--- config.mk ---
export PLATFORM = sky130hd
export DESIGN_NAME = serial_subtractor_flat
export DESIGN_NICKNAME = d
export VERILOG_FILES = /design/src/rtl/serial_sub_pkg.sv /design/src/rtl/serial_subtractor_if.sv /design/src/rtl/full_subtractor.sv /design/src/rtl/serial_subtractor.sv /design/src/flat_wrapper.sv
export SDC_FILE = /design/constraint.sdc
export NUM_CORES = 1
export LEC_CHECK = 0
export BUFFER_PORTS_ARGS = -buffer_cell sky130_fd_sc_hd__buf_2
export CAP_MARGIN = 20
export CORE_MARGIN = 2
export CORE_UTILIZATION = 25
export CTS_BUF_LIST = sky130_fd_sc_hd__clkbuf_4
export DETAILED_ROUTE_END_ITERATION = 7
export GPL_TIMING_DRIVEN = 0
export PLACE_DENSITY_LB_ADDON = 0.15
export RECOVER_POWER = 100
export SLEW_MARGIN = 0
export SYNTH_ARGS = -nofsm -noshare
export SYNTH_HDL_FRONTEND = slang
export SYNTH_SLANG_ARGS = --single-unit
--- constraint.sdc ---
create_clock -name clk -period 1.6 [get_ports clk]
set_input_delay 0.48 -clock clk [delete_from_list [all_inputs] [get_ports clk]]
set_output_delay 0.48 -clock clk [all_outputs]
set_load 0.01 [all_outputs]
--- src/rtl/serial_sub_pkg.sv ---
`default_nettype none
// ============================================================================
// Module      : serial_sub_pkg
// Description : Shared types and helpers for the bit-serial subtractor.
//               Holds the FSM state encoding and the iteration-counter
//               width helper.
// Revision    : 1.0 - initial release
// ============================================================================
package serial_sub_pkg;

    // FSM encoding for the serial subtractor controller
    typedef enum logic [1:0] {
        ST_IDLE  = 2'd0,
        ST_SHIFT = 2'd1,
        ST_DONE  = 2'd2
    } state_t;

    // Width of the bit counter; it never needs to hold WIDTH itself because
    // the last SHIFT cycle is detected at WIDTH-1.
    function automatic int cnt_width(input int width);
        return (width < 2) ? 1 : $clog2(width);
    endfunction

endpackage : serial_sub_pkg
`default_nettype wire

--- src/rtl/serial_subtractor_if.sv ---
`default_nettype none
// ============================================================================
// Module      : serial_subtractor_if
// Description : Operand / result handshake bundle for serial_subtractor.
//               master = producer/consumer side, slave = subtractor side.
// Revision    : 1.0 - initial release
// ============================================================================
interface serial_subtractor_if #(
    parameter int WIDTH = 4
);
    logic             in_valid;
    logic             in_ready;
    logic [WIDTH-1:0] a;
    logic [WIDTH-1:0] b;
    logic             bin;
    logic             out_valid;
    logic             out_ready;
    logic [WIDTH-1:0] diff;
    logic             bout;
    logic             busy;

    modport master (
        output in_valid, a, b, bin, out_ready,
        input  in_ready, out_valid, diff, bout, busy
    );

    modport slave (
        input  in_valid, a, b, bin, out_ready,
        output in_ready, out_valid, diff, bout, busy
    );
endinterface : serial_subtractor_if
`default_nettype wire

--- src/rtl/full_subtractor.sv ---
`default_nettype none
// ============================================================================
// Module      : full_subtractor
// Description : Single-bit combinational full subtractor.
//               o_d = i_a - i_b - i_bin (mod 2), o_bo = borrow out.
// Revision    : 1.0 - initial release
// ============================================================================
module full_subtractor (
    input  wire logic i_a,
    input  wire logic i_b,
    input  wire logic i_bin,
    output logic      o_d,
    output logic      o_bo
);
    // Difference bit is the parity of all three inputs
    assign o_d  = i_a ^ i_b ^ i_bin;
    // Borrow when b exceeds a, or when a==b and a borrow is pending
    assign o_bo = (~i_a & i_b) | (~(i_a ^ i_b) & i_bin);
endmodule : full_subtractor
`default_nettype wire

--- src/rtl/serial_subtractor.sv ---
`default_nettype none
// ============================================================================
// Module      : serial_subtractor
// Description : Bit-serial WIDTH-bit subtractor, diff = a - b - bin, LSB
//               first through one full-subtractor cell, one bit per clock.
//               Valid/ready handshake on operand and result sides.
//               Optional feature macro: SERIAL_SUB_OVF_EN adds the signed
//               overflow output ovf.
// Revision    : 1.0 - initial release
// ============================================================================
module serial_subtractor
    import serial_sub_pkg::*;
#(
    parameter int WIDTH = 4
) (
    input  wire logic          clk,
    input  wire logic          rst_n,
    serial_subtractor_if.slave bus
`ifdef SERIAL_SUB_OVF_EN
    ,
    output logic               ovf
`endif
);

    localparam int CNT_W = cnt_width(WIDTH);
    localparam logic [CNT_W-1:0] CNT_LAST = CNT_W'(WIDTH - 1);

    state_t           state_q, state_d;
    logic [WIDTH-1:0] a_q, a_d;       // minuend, consumed from bit 0
    logic [WIDTH-1:0] b_q, b_d;       // subtrahend, consumed from bit 0
    logic             br_q, br_d;     // running borrow between bit slices
    logic [CNT_W-1:0] cnt_q, cnt_d;
    logic [WIDTH-1:0] diff_q, diff_d; // result, filled from the MSB end
    logic             bout_q, bout_d;
`ifdef SERIAL_SUB_OVF_EN
    logic             ovf_q, ovf_d;
`endif

    logic w_bit_d;
    logic w_bit_bo;

    // The single arithmetic cell; operands are pre-shifted so bit 0 is current
    full_subtractor u_fs (
        .i_a   (a_q[0]),
        .i_b   (b_q[0]),
        .i_bin (br_q),
        .o_d   (w_bit_d),
        .o_bo  (w_bit_bo)
    );

    // Next-state, datapath and result-latch logic
    always_comb begin
        state_d = state_q;
        a_d     = a_q;
        b_d     = b_q;
        br_d    = br_q;
        cnt_d   = cnt_q;
        diff_d  = diff_q;
        bout_d  = bout_q;
`ifdef SERIAL_SUB_OVF_EN
        ovf_d   = ovf_q;
`endif
        case (state_q)
            ST_IDLE: begin
                if (bus.in_valid) begin
                    a_d     = bus.a;
                    b_d     = bus.b;
                    br_d    = bus.bin;
                    cnt_d   = '0;
                    state_d = ST_SHIFT;
                end
            end
            ST_SHIFT: begin
                a_d    = a_q >> 1;
                b_d    = b_q >> 1;
                diff_d = {w_bit_d, diff_q[WIDTH-1:1]};
                br_d   = w_bit_bo;
                cnt_d  = cnt_q + CNT_W'(1);
                if (cnt_q == CNT_LAST) begin
                    // bout is held separately so it does not move when the
                    // running borrow is reloaded on the next accept
                    bout_d  = w_bit_bo;
`ifdef SERIAL_SUB_OVF_EN
                    // Signed overflow: borrow into MSB differs from borrow out
                    ovf_d   = br_q ^ w_bit_bo;
`endif
                    state_d = ST_DONE;
                end
            end
            ST_DONE: begin
                if (bus.out_ready) begin
                    state_d = ST_IDLE;
                end
            end
            default: begin
                state_d = ST_IDLE;
            end
        endcase
    end

    // State and datapath registers with synchronous active-low reset
    always_ff @(posedge clk) begin
        if (!rst_n) begin
            state_q <= ST_IDLE;
            a_q     <= '0;
            b_q     <= '0;
            br_q    <= 1'b0;
            cnt_q   <= '0;
            diff_q  <= '0;
            bout_q  <= 1'b0;
`ifdef SERIAL_SUB_OVF_EN
            ovf_q   <= 1'b0;
`endif
        end else begin
            state_q <= state_d;
            a_q     <= a_d;
            b_q     <= b_d;
            br_q    <= br_d;
            cnt_q   <= cnt_d;
            diff_q  <= diff_d;
            bout_q  <= bout_d;
`ifdef SERIAL_SUB_OVF_EN
            ovf_q   <= ovf_d;
`endif
        end
    end

    assign bus.in_ready  = (state_q == ST_IDLE);
    assign bus.out_valid = (state_q == ST_DONE);
    assign bus.busy      = (state_q == ST_SHIFT) || (state_q == ST_DONE);
    assign bus.diff      = diff_q;
    assign bus.bout      = bout_q;
`ifdef SERIAL_SUB_OVF_EN
    assign ovf           = ovf_q;
`endif

endmodule : serial_subtractor
`default_nettype wire

--- src/flat_wrapper.sv ---
// flat-port wrapper written by rule: the top's interface ports become plain ports
module serial_subtractor_flat import serial_sub_pkg::*;
#(
    parameter int WIDTH = 4
)
  (clk, rst_n, bus_in_valid, bus_a, bus_b, bus_bin, bus_out_ready, bus_in_ready, bus_out_valid, bus_diff, bus_bout, bus_busy);
  serial_subtractor_if #(.WIDTH(WIDTH)) bus_i ();
  input  wire logic clk;
  input  wire logic rst_n;
  input wire logic [$bits(bus_i.in_valid)-1:0] bus_in_valid;
  input wire logic [$bits(bus_i.a)-1:0] bus_a;
  input wire logic [$bits(bus_i.b)-1:0] bus_b;
  input wire logic [$bits(bus_i.bin)-1:0] bus_bin;
  input wire logic [$bits(bus_i.out_ready)-1:0] bus_out_ready;
  output wire logic [$bits(bus_i.in_ready)-1:0] bus_in_ready;
  output wire logic [$bits(bus_i.out_valid)-1:0] bus_out_valid;
  output wire logic [$bits(bus_i.diff)-1:0] bus_diff;
  output wire logic [$bits(bus_i.bout)-1:0] bus_bout;
  output wire logic [$bits(bus_i.busy)-1:0] bus_busy;
  assign bus_i.in_valid = bus_in_valid;
  assign bus_i.a = bus_a;
  assign bus_i.b = bus_b;
  assign bus_i.bin = bus_bin;
  assign bus_i.out_ready = bus_out_ready;
  assign bus_in_ready = bus_i.in_ready;
  assign bus_out_valid = bus_i.out_valid;
  assign bus_diff = bus_i.diff;
  assign bus_bout = bus_i.bout;
  assign bus_busy = bus_i.busy;
  serial_subtractor #(.WIDTH(WIDTH)) u_core (.clk(clk), .rst_n(rst_n), .bus(bus_i));
endmodule
==> metrics.md <==
| Metric | Value |
|---|---|
| Fmax | 647 MHz |
| Setup_tns | 0 ns |
| GP Congestion | 0.690 |
| Register area share after synthesis | 0.398 |
| FF/Latch Area | 363 um^2 |
| Final setup fails | 0 |
| Cells after DPL | 160 |
| Antenna violations before repair | 0 |
| Synth Instances | 94 |
| Total grt overflow | 0 |
| Number of synthesis warnings | 0 |
| Internal power | 1.11 mW |
| Initial core utilization | 0.265 |
| Die H | 64.2 um |
| Clock tree buffer depth | 2 |
| Library cells used by synthesis | 22 |
| Final nets | 138 |
| Critical path peak fanout | 3 |
| DP HPWL | 1370 um |
| WL/cell | 11.5 um |
| Cts bufs inserted | 3 |
| #FFs+latches synth | 18 |
| DRT iter0 DRCs | 12 |
| CP Capture Type | output port |
| Max Cap Violations | 0 |
| Startpoint Class | register |
| Mapped Area | 905 um^2 |
| Required @ worst endpoint | 1.12 ns |
| WL final | 1880 um |
| Global-route wire length before repair | 3150 um |
| Final Hold Viols | 0 |
| P&R area growth vs syn | 23.8% |
| Crit path cell chain | inv_2, ha_2, buf_2 |
| Static Leak | 0.439 nW |
| Buf/Inv on CP | 2 |
| Post-Layout Cell Count | 164 |
| Status | complete, no violations |
| RSZ-0062 raised after global routing | true |
| Max rail drop VDD | 0.000647 V |
| Sequential share of power | 0.376 |
| Crit-path leading delay family | flip-flops |
| Hold-fix buffers at CTS | 0 |
| Antenna cells | 0 |
| Sw Pwr | 674 uW |
| Final cycle utilization of the critical path | 0.966 |
| H-tree Lvls | 1 |
| Critical path's slowest cell | dfxtp_2 |
| Max-Slew Margin vs Limit | 0.678 |
| Worst-Margin Slew | 0.483 ns |
| GRT Total Usage | 0.101 |
| Final min period | 1.55 ns |
| WS Path Type | register to output port |
| Pwr Density | 1600 nW/um^2 |
| Critical Path AT | 1.07 ns |
| Area taken by multi-input logic gates | 495 um^2 |
| Min-delay worst type | input pin to register |
| Root Buffer | clkbuf_4 |
| Clock skew | 0.00201 ns |
| Number of global-route vias before repair | 699 |
| Vias/cell | 4.41 |
| CTS tree | done |
| Clk sinks | 18 |
| Via count | 724 |
| Core Area | 3420 um^2 |
| 1st-pass router iterations | 3 |
| Largest net degree at the start of global routing | 11 |
| Logic pwr share | 0.498 |
| Rows | 21 |
| Max-slew violations | 0 |
| Ports | 21 |
| Syn Area/Cell | 9.62 um^2 |
| Clock Latency Late Sink | 0.29 ns |
| PortBufs | 20 |
| Fillers | 388 |
| Post-Syn Nets | 112 |
| Post-route DRC | 0 |
| Clk pwr share | 0.126 |
| ANT nets after route | 0 |
| Switching Fraction | 0.377 |
| Die width | 64.2 um |
| Clock slew at reported path FFs | 0.10 ns |
| Layout cells sized above 1 | 0.263 |
| Area of the die | 4120 um^2 |
| Crit-path max cell delay | 0.35 ns |
kinds of logic (layout without fill, tap and decap cells):
logic type	after synthesis	after routing	share of synthesized area
simple gates	24	24	0.120
buf+inv	13	37	0.0788
compound gates	19	19	0.155
xor+xnor	1	1	0.00968
flops	18	18	0.398
mux	14	14	0.160
fa+ha+maj	5	5	0.0775
synth_stat cells, drive strengths merged:
cell	count	area, um^2
nand2b	2	12.5
nand3b	1	7.51
a221oi	1	15.0
mux2	1	15.0
fa	1	20.0
nor2b	3	18.8
nor2	11	41.3
o211ai	1	7.51
a21oi	6	30.0
buf	4	37.5
dfxtp	18	360
inv	8	30.0
a211oi	7	52.6
xnor2	1	8.76
or2	1	6.26
ha	4	50.1
a32oi	1	8.76
a311oi	3	26.3
nand2	6	22.5
clkbuf	1	3.75
mux2i	13	130
per-layer routing:
metal | track usage | part of all wire | vias to the layer above
met3 | 0.0370 | 0.064 | 4
met1 | 0.129 | 0.52 | 325
met4 | 0.0479 | 0.015 | 0
met2 | 0.150 | 0.40 | 19
met5 | 0 | 0 | -
li1 | - | - | 376
cell type report:
cell class | instances | share of cell area
Multi-Input combinational cell | 63 | 0.442
Sequential cell | 18 | 0.324
Timing Repair Buffer | 21 | 0.0950
Tap cell | 46 | 0.0514
Buffer | 5 | 0.0402
Inverter | 8 | 0.0268
Clock buffer | 3 | 0.0201
through the flow:
stage	area [um^2]	worst slack (ns)	hold slack, ns	total power, mW	utilization
6_report	1120	0.0549	0.452	1.79	0.328
5_1_grt	1120	-0.0207	0.451	1.96	0.328
4_1_cts	1100	0.0132	0.443	1.76	0.322
3_5_place_dp	1060	0.0626	0.475	1.50	0.311
3_3_place_gp	1060	0.0786	0.470	1.49	0.311
2_1_floorplan	905	0.119	0.451	1.31	-
power by group through the flow:
stage | Clock [mW] | Sequential, mW | Combinational [mW]
final | 0.226 | 0.673 | 0.890
after global routing | 0.272 | 0.690 | 0.993
after CTS | 0.245 | 0.673 | 0.843
after detailed placement | 0 | 0.680 | 0.815
after global placement | 0 | 0.674 | 0.813
after floorplan | 0 | 0.664 | 0.645
sequential cells by signal, summed over array words and instances (netlist names):
signal	count
u_core.b_q	4
u_core.state_q	2
u_core.br_q	1
u_core.bus.diff	4
u_core.a_q	4
u_core.cnt_q	2
u_core.bus.bout	1
what timing repair did:
action                     4_1_cts  5_1_grt
setup buffers                    0        1
gates resized for setup          4        5
gates cloned                     0        0
setup endpoints to repair        2       10
cells in the final DEF (no fill, tap or decap), drive strengths merged, types with 2 or more instances in the layout:
| cell | netlist | layout |
|---|---|---|
| nor2 | 11 | 11 |
| dfxtp | 18 | 18 |
| a211oi | 7 | 7 |
| nand2 | 6 | 6 |
| nand2b | 2 | 2 |
| buf | 4 | 19 |
| mux2i | 13 | 13 |
| clkbuf | 1 | 10 |
| a311oi | 3 | 3 |
| a21oi | 6 | 6 |
| ha | 4 | 4 |
| nor2b | 3 | 3 |
| inv | 8 | 8 |
worst min-delay path, cell delays in order:
cell,delay (ns)
buf_2,0.09
nand2_1,0.05
a311oi_1,0.08
worst paths after layout:
check | startpoint | end | slack [ns] | depth (start not counted)
worst min register to register | u_core.state_q[0] | u_core.state_q[0] | 0.48 | 2
worst max register to register | u_core.state_q[0] | u_core.br_q | 0.10 | 6
worst min-delay path | bus_a[3] | u_core.a_q[3] | 0.45 | 3
worst max-delay path | u_core.state_q[0] | bus_out_valid | 0.05 | 3
Note: power is estimated with default switching activity, not from simulation.
